**config.mk**
```make
export PLATFORM = sky130hd
export DESIGN_NAME = pipelined_adder
export DESIGN_NICKNAME = d
export VERILOG_FILES = /design/src/rtl/pipelined_adder.sv
export SDC_FILE = /design/constraint.sdc
export NUM_CORES = 1
export LEC_CHECK = 0
export BUFFER_PORTS_ARGS = -buffer_cell sky130_fd_sc_hd__buf_2
export CAP_MARGIN = 0
export CORE_MARGIN = 4
export CORE_UTILIZATION = 50
export DETAILED_ROUTE_END_ITERATION = 10
export PLACE_DENSITY = 0.68
export SYNTH_ARGS = -nofsm -noshare
export SYNTH_HDL_FRONTEND = slang
export SYNTH_SLANG_ARGS = --single-unit
export TNS_END_PERCENT = 30
```
**constraint.sdc**
```tcl
create_clock -name CLK -period 4.8 [get_ports CLK]
set_input_delay 0.48 -clock CLK [delete_from_list [all_inputs] [get_ports CLK]]
set_output_delay 0.48 -clock CLK [all_outputs]
set_load 0.02 [all_outputs]
```
**src/rtl/pipelined_adder.sv**
```systemverilog
// rtl/pipelined_adder.sv - pipelined WIDTH-bit adder with carry-in and valid/ready handshake
//
// Purpose:
//   Adds A + B + Cin. The carry chain is split into STAGES chunks of CHUNK bits;
//   each pipeline stage adds one chunk and passes the carry on. Stage 0 registers
//   on the edge that accepts the operands, so a result is visible STAGES cycles
//   after the operands are presented, and one result can leave every cycle.
//   All stages advance together; when the output is stalled every stage holds.
//
// Parameters:
//   WIDTH   operand/sum width, must be a multiple of STAGES
//   STAGES  number of pipeline stages (= number of carry chunks), 1..WIDTH
//
// Ports:
//   CLK        in   rising-edge clock
//   RST_N      in   asynchronous active-low reset
//   In_Valid   in   A, B, Cin are valid
//   In_Ready   out  adder accepts operands this cycle
//   A, B       in   operands (unsigned or two's complement)
//   Cin        in   carry into bit 0
//   Out_Valid  out  Sum/Carry are valid
//   Out_Ready  in   consumer takes the result this cycle
//   Sum        out  (A + B + Cin) mod 2^WIDTH
//   Carry      out  carry out of bit WIDTH-1
//   Overflow   out  signed overflow (only with PIPELINED_ADDER_OVERFLOW_EN)
//
// Build option:
//   PIPELINED_ADDER_OVERFLOW_EN  adds the registered Overflow output.

module pipelined_adder #(
  parameter int WIDTH  = 16,
  parameter int STAGES = 4
) (
  input  logic             CLK,
  input  logic             RST_N,
  input  logic             In_Valid,
  output logic             In_Ready,
  input  logic [WIDTH-1:0] A,
  input  logic [WIDTH-1:0] B,
  input  logic             Cin,
  output logic             Out_Valid,
  input  logic             Out_Ready,
  output logic [WIDTH-1:0] Sum,
  output logic             Carry
`ifdef PIPELINED_ADDER_OVERFLOW_EN
  ,
  output logic             Overflow
`endif
);

  localparam int CHUNK = WIDTH / STAGES;
  // Only stages 0..STAGES-2 forward operands; keep at least one entry so the
  // arrays stay legal when STAGES=1.
  localparam int NOPS  = (STAGES > 1) ? STAGES - 1 : 1;

  if ((WIDTH % STAGES) != 0 || STAGES < 1) begin : g_bad_cfg
    $error("pipelined_adder: WIDTH must be a positive multiple of STAGES");
  end

  logic              advance;

  logic [STAGES-1:0] valid_q, valid_d;
  logic [STAGES-1:0] carry_q, carry_d;
  logic [WIDTH-1:0]  sum_q [STAGES];
  logic [WIDTH-1:0]  sum_d [STAGES];
  logic [WIDTH-1:0]  a_q   [NOPS];
  logic [WIDTH-1:0]  a_d   [NOPS];
  logic [WIDTH-1:0]  b_q   [NOPS];
  logic [WIDTH-1:0]  b_d   [NOPS];

  // What each stage sees from its predecessor (stage 0 sees the input ports).
  logic [STAGES-1:0] src_valid;
  logic [STAGES-1:0] src_c;
  logic [WIDTH-1:0]  src_a   [STAGES];
  logic [WIDTH-1:0]  src_b   [STAGES];
  logic [WIDTH-1:0]  src_sum [STAGES];
  logic [CHUNK:0]    chunk_res [STAGES];
  logic [STAGES-1:0] load;

  always_comb begin
    // Output slot free or being emptied: the whole pipe moves one step.
    advance = ~valid_q[STAGES-1] | Out_Ready;

    src_valid[0] = In_Valid;
    src_a[0]     = A;
    src_b[0]     = B;
    src_sum[0]   = '0;
    src_c[0]     = Cin;
    for (int s = 1; s < STAGES; s++) begin
      src_valid[s] = valid_q[s-1];
      src_a[s]     = a_q[s-1];
      src_b[s]     = b_q[s-1];
      src_sum[s]   = sum_q[s-1];
      src_c[s]     = carry_q[s-1];
    end

    for (int s = 0; s < STAGES; s++) begin
      chunk_res[s] = {1'b0, src_a[s][s*CHUNK +: CHUNK]}
                   + {1'b0, src_b[s][s*CHUNK +: CHUNK]}
                   + {{CHUNK{1'b0}}, src_c[s]};
      // Data registers only load real work, so bubbles never pull unknown
      // operand values into the pipe.
      load[s]    = advance & src_valid[s];
      valid_d[s] = advance ? src_valid[s] : valid_q[s];
      sum_d[s]   = sum_q[s];
      carry_d[s] = carry_q[s];
      if (load[s]) begin
        sum_d[s]                    = src_sum[s];
        sum_d[s][s*CHUNK +: CHUNK]  = chunk_res[s][CHUNK-1:0];
        carry_d[s]                  = chunk_res[s][CHUNK];
      end
    end

    for (int s = 0; s < NOPS; s++) begin
      a_d[s] = a_q[s];
      b_d[s] = b_q[s];
      if (s < STAGES - 1 && load[s]) begin
        // The chunk just consumed is cleared; later stages never read it.
        a_d[s]                     = src_a[s];
        b_d[s]                     = src_b[s];
        a_d[s][s*CHUNK +: CHUNK]   = '0;
        b_d[s][s*CHUNK +: CHUNK]   = '0;
      end
    end
  end

  always_ff @(posedge CLK or negedge RST_N) begin
    if (!RST_N) begin
      valid_q <= '0;
      carry_q <= '0;
      for (int s = 0; s < STAGES; s++) begin
        sum_q[s] <= '0;
      end
      for (int s = 0; s < NOPS; s++) begin
        a_q[s] <= '0;
        b_q[s] <= '0;
      end
    end else begin
      valid_q <= valid_d;
      carry_q <= carry_d;
      for (int s = 0; s < STAGES; s++) begin
        sum_q[s] <= sum_d[s];
      end
      for (int s = 0; s < NOPS; s++) begin
        a_q[s] <= a_d[s];
        b_q[s] <= b_d[s];
      end
    end
  end

`ifdef PIPELINED_ADDER_OVERFLOW_EN
  logic ovf_q, ovf_d;

  always_comb begin
    ovf_d = ovf_q;
    if (load[STAGES-1]) begin
      // Carry into the MSB is a ^ b ^ sum at that bit; overflow is that XOR carry out.
      ovf_d = src_a[STAGES-1][WIDTH-1] ^ src_b[STAGES-1][WIDTH-1]
            ^ chunk_res[STAGES-1][CHUNK-1] ^ chunk_res[STAGES-1][CHUNK];
    end
  end

  always_ff @(posedge CLK or negedge RST_N) begin
    if (!RST_N) begin
      ovf_q <= 1'b0;
    end else begin
      ovf_q <= ovf_d;
    end
  end

  assign Overflow = ovf_q;
`endif

  assign In_Ready  = advance;
  assign Out_Valid = valid_q[STAGES-1];
  assign Sum       = sum_q[STAGES-1];
  assign Carry     = carry_q[STAGES-1];

endmodule

```
==> impl_metrics.tcl <==
set metrics [dict create \
    area_growth_pct 13.4 \
    tns_ps 0 \
    switching_share 0.333 \
    crit_type "reg -> reg" \
    worstPathMaxFanout 17 \
    via_per_inst 5.25 \
    critical_path.cell_chain "nor2b_4 > inv_6 > nand2_1 > buf_4 > mux2_2" \
    grt_util_met2 0.258 \
    yosys-top-cells-count "dfrtp_1 (96), mux2_2 (60), o21ai_0 (27)" \
    yosysMostFrequentCell "dfrtp_1" \
    hpwl_um 4940 \
    gr-total-overflow 0 \
    clock_skew_ps 8.15 \
    yosys-top-cells-area "dfrtp_1 (57%), mux2_2 (16%), mux2_4 (5.7%)" \
    ys_types 31 \
    initial_utilization 0.514 \
    synth_top_area_cell "dfrtp_1" \
    r2r-start "valid_q[3]$_DFFE_PN0N_" \
    dr.pass1.iters 4 \
    clkLatencyLatePin_ps 360 \
    path_buf_inv 2 \
    rows 33 \
    drt_iter0_drc 62 \
    max_cap_violations 0 \
    vias 2398 \
    ys_ff_latch 96 \
    critical_path_depth 5 \
    post-route-min-period_ps 2230 \
    ys_seq_area_frac 0.569 \
    die_area_um2 9980 \
    crit_arrival_ps 2470 \
    r2r-end "a_q[43]$_DFFE_PN0P_" \
    power.density_nw_per_um2 671 \
    power_frac_comb 0.389 \
    top_level_ports 56 \
    coreArea_um2 8220 \
    dpl_worst_slack_ps 2310 \
    clkSlewWorstSetupHoldPaths_ps 90 \
    grt_pass1_wl_um 12400 \
    power_frac_seq 0.427 \
    rsz0062_at_grt "false" \
    rrSetupSlack_ps 2570 \
    postCtsHoldBufs 0 \
    slowest_delay_ps 530 \
    wl_per_cell_um 15.6 \
    port-buffer-count 55 \
    grt_pass1_vias 2578 \
    utilization 0.583 \
    groute.layer.met3.usage 0.0313 \
    crit_path_start_kind "flop" \
    cts.sinks 96 \
    grt_util_all_layers 0.159 \
    synthFlopType "dfrtp_1" \
    drv_slew 0 \
    worst_pin_slew_ps 673 \
    switching_power_mw 1.07 \
    grt_max_degree 55 \
    drc 0 \
    critPathRequiredTime_ps 5040 \
    postSynth.asyncResetShare 1.00 \
    critPathCaptureType "flop" \
    ant_nets 0 \
    max_freq_mhz 448 \
    fp.dieH_um 99.9 \
    synth_top_area_frac 0.569 \
    nNetsFinal 404 \
    met1_usage 0.210 \
    peakVddDrop_mv 0.288 \
    maxSlewHeadroom 0.551 \
    cts-root-buf "clkbuf_8" \
    pwr-share-clk 0.185 \
    antenna_found_initial 0 \
    synthCells 290 \
    cts_setup_buffers 0 \
    post-route-period-util 0.465 \
    slowest_stage "nand2_1" \
    synth_warnings 0 \
    syn_nets 347 \
    synth_edf_count 0 \
    place_congestion 0.728 \
    power.internal_mw 2.14 \
    numCtsBuffers 9 \
    syn_area_per_cell_um2 14.6 \
    hold_ws_ps 85.9 \
    wl_um 7110 \
    p_total_mw 3.21 \
    netlist_area_um2 4220 \
    htreeDepth 3 \
    status "finished clean" \
    die_w_um 99.9 \
    ctsResizeCount 0 \
    hold_class "in -> async" \
    setup_ws_ps 2570 \
    reg2reg_depth 5 \
    hold_violations 0 \
    setup_violations 0 \
    busiest_layer "met2" \
    tritoncts "built" \
    crit_family "simple AND/OR/NAND/NOR gates" \
    num_antenna_cells 0 \
    drive_above_1_share 0.440 \
    leakage_nw 2.27 \
    clockBufferDepth 2 \
]
## metal layers
layer  vias up  wire length [µm]
li1       1129                 -
met1      1221              3290
met2        39              3440
met3         9               259
met4         0               123
met5         -                 0
## logic make-up (layout without fill, tap and decap cells)
| group | after synthesis | in the layout | share of synthesized area |
|---|---|---|---|
| AO/OA/AOI/OAI | 47 | 47 | 0.0631 |
| AND/OR/NAND/NOR | 20 | 20 | 0.0329 |
| multiplexers | 76 | 76 | 0.217 |
| XOR/XNOR | 4 | 4 | 0.00830 |
| flip-flops | 96 | 96 | 0.569 |
| adder cells (fa/ha/maj) | 20 | 20 | 0.0735 |
| buffers and inverters | 27 | 89 | 0.0362 |
## sequential cells by signal (all words and copies together), names as in the netlist
| name | cells |
|---|---|
| a_q | 24 |
| b_q | 24 |
| src_sum | 24 |
| Sum | 16 |
| carry_q | 4 |
| valid_q | 4 |
## power groups by stage
stage          sequential [mW]  combinational [mW]  clock (mW)
6_report                  1.37                1.25       0.593
5_1_grt                   1.42                1.40       0.643
4_1_cts                   1.37                1.27       0.605
3_5_place_dp              1.39                1.26           0
3_3_place_gp              1.38                1.22           0
2_1_floorplan             1.42               0.928           0
## final cells by class
type	count	area, µm²
fillers	693	3430
flip-flops and latches	96	2400
multi-input cells	167	1670
repair buffers	57	293
clock buffers	10	138
well taps	105	131
clock inverters	6	91.3
inverters	16	65.1
## worst max path at each step
stage	startpoint	endpoint	slack, ps
4_1_cts	valid_q[3]$_DFFE_PN0N_	b_q[43]$_DFFE_PN0P_	2520
3_3_place_gp	Out_Ready	b_q[46]$_DFFE_PN0P_	2380
2_1_floorplan	carry_q[2]$_DFFE_PN0P_	carry_q[3]$_DFFE_PN0P_	3100
5_1_grt	valid_q[3]$_DFFE_PN0N_	a_q[44]$_DFFE_PN0P_	2390
6_report	valid_q[3]$_DFFE_PN0N_	a_q[43]$_DFFE_PN0P_	2570
3_5_place_dp	Out_Ready	b_q[47]$_DFFE_PN0P_	2310
## per-stage QoR
step	cells	area [µm²]
2_1_floorplan	290	4220
3_3_place_gp	441	4560
3_5_place_dp	441	4560
4_1_cts	457	4790
5_1_grt	457	4790
6_report	457	4790
## placed cells by master (no fill, tap or decap), types with 3 or more instances in the layout
| master | netlist | final |
|---|---|---|
| buf_2 | 4 | 54 |
| dfrtp_1 | 96 | 96 |
| mux2_4 | 16 | 16 |
| buf_4 | 1 | 3 |
| nand3_1 | 3 | 3 |
| o31ai_1 | 3 | 3 |
| xor2_1 | 3 | 3 |
| clkbuf_8 | 0 | 10 |
| inv_1 | 15 | 15 |
| ha_1 | 12 | 12 |
| a21oi_1 | 9 | 9 |
| o21ai_0 | 27 | 27 |
| nor3_1 | 3 | 3 |
| a21boi_0 | 4 | 4 |
| mux2_2 | 60 | 60 |
| nor2b_1 | 3 | 3 |
| and3b_1 | 3 | 3 |
| fa_1 | 8 | 8 |
Power figures use the tool's default switching activity.
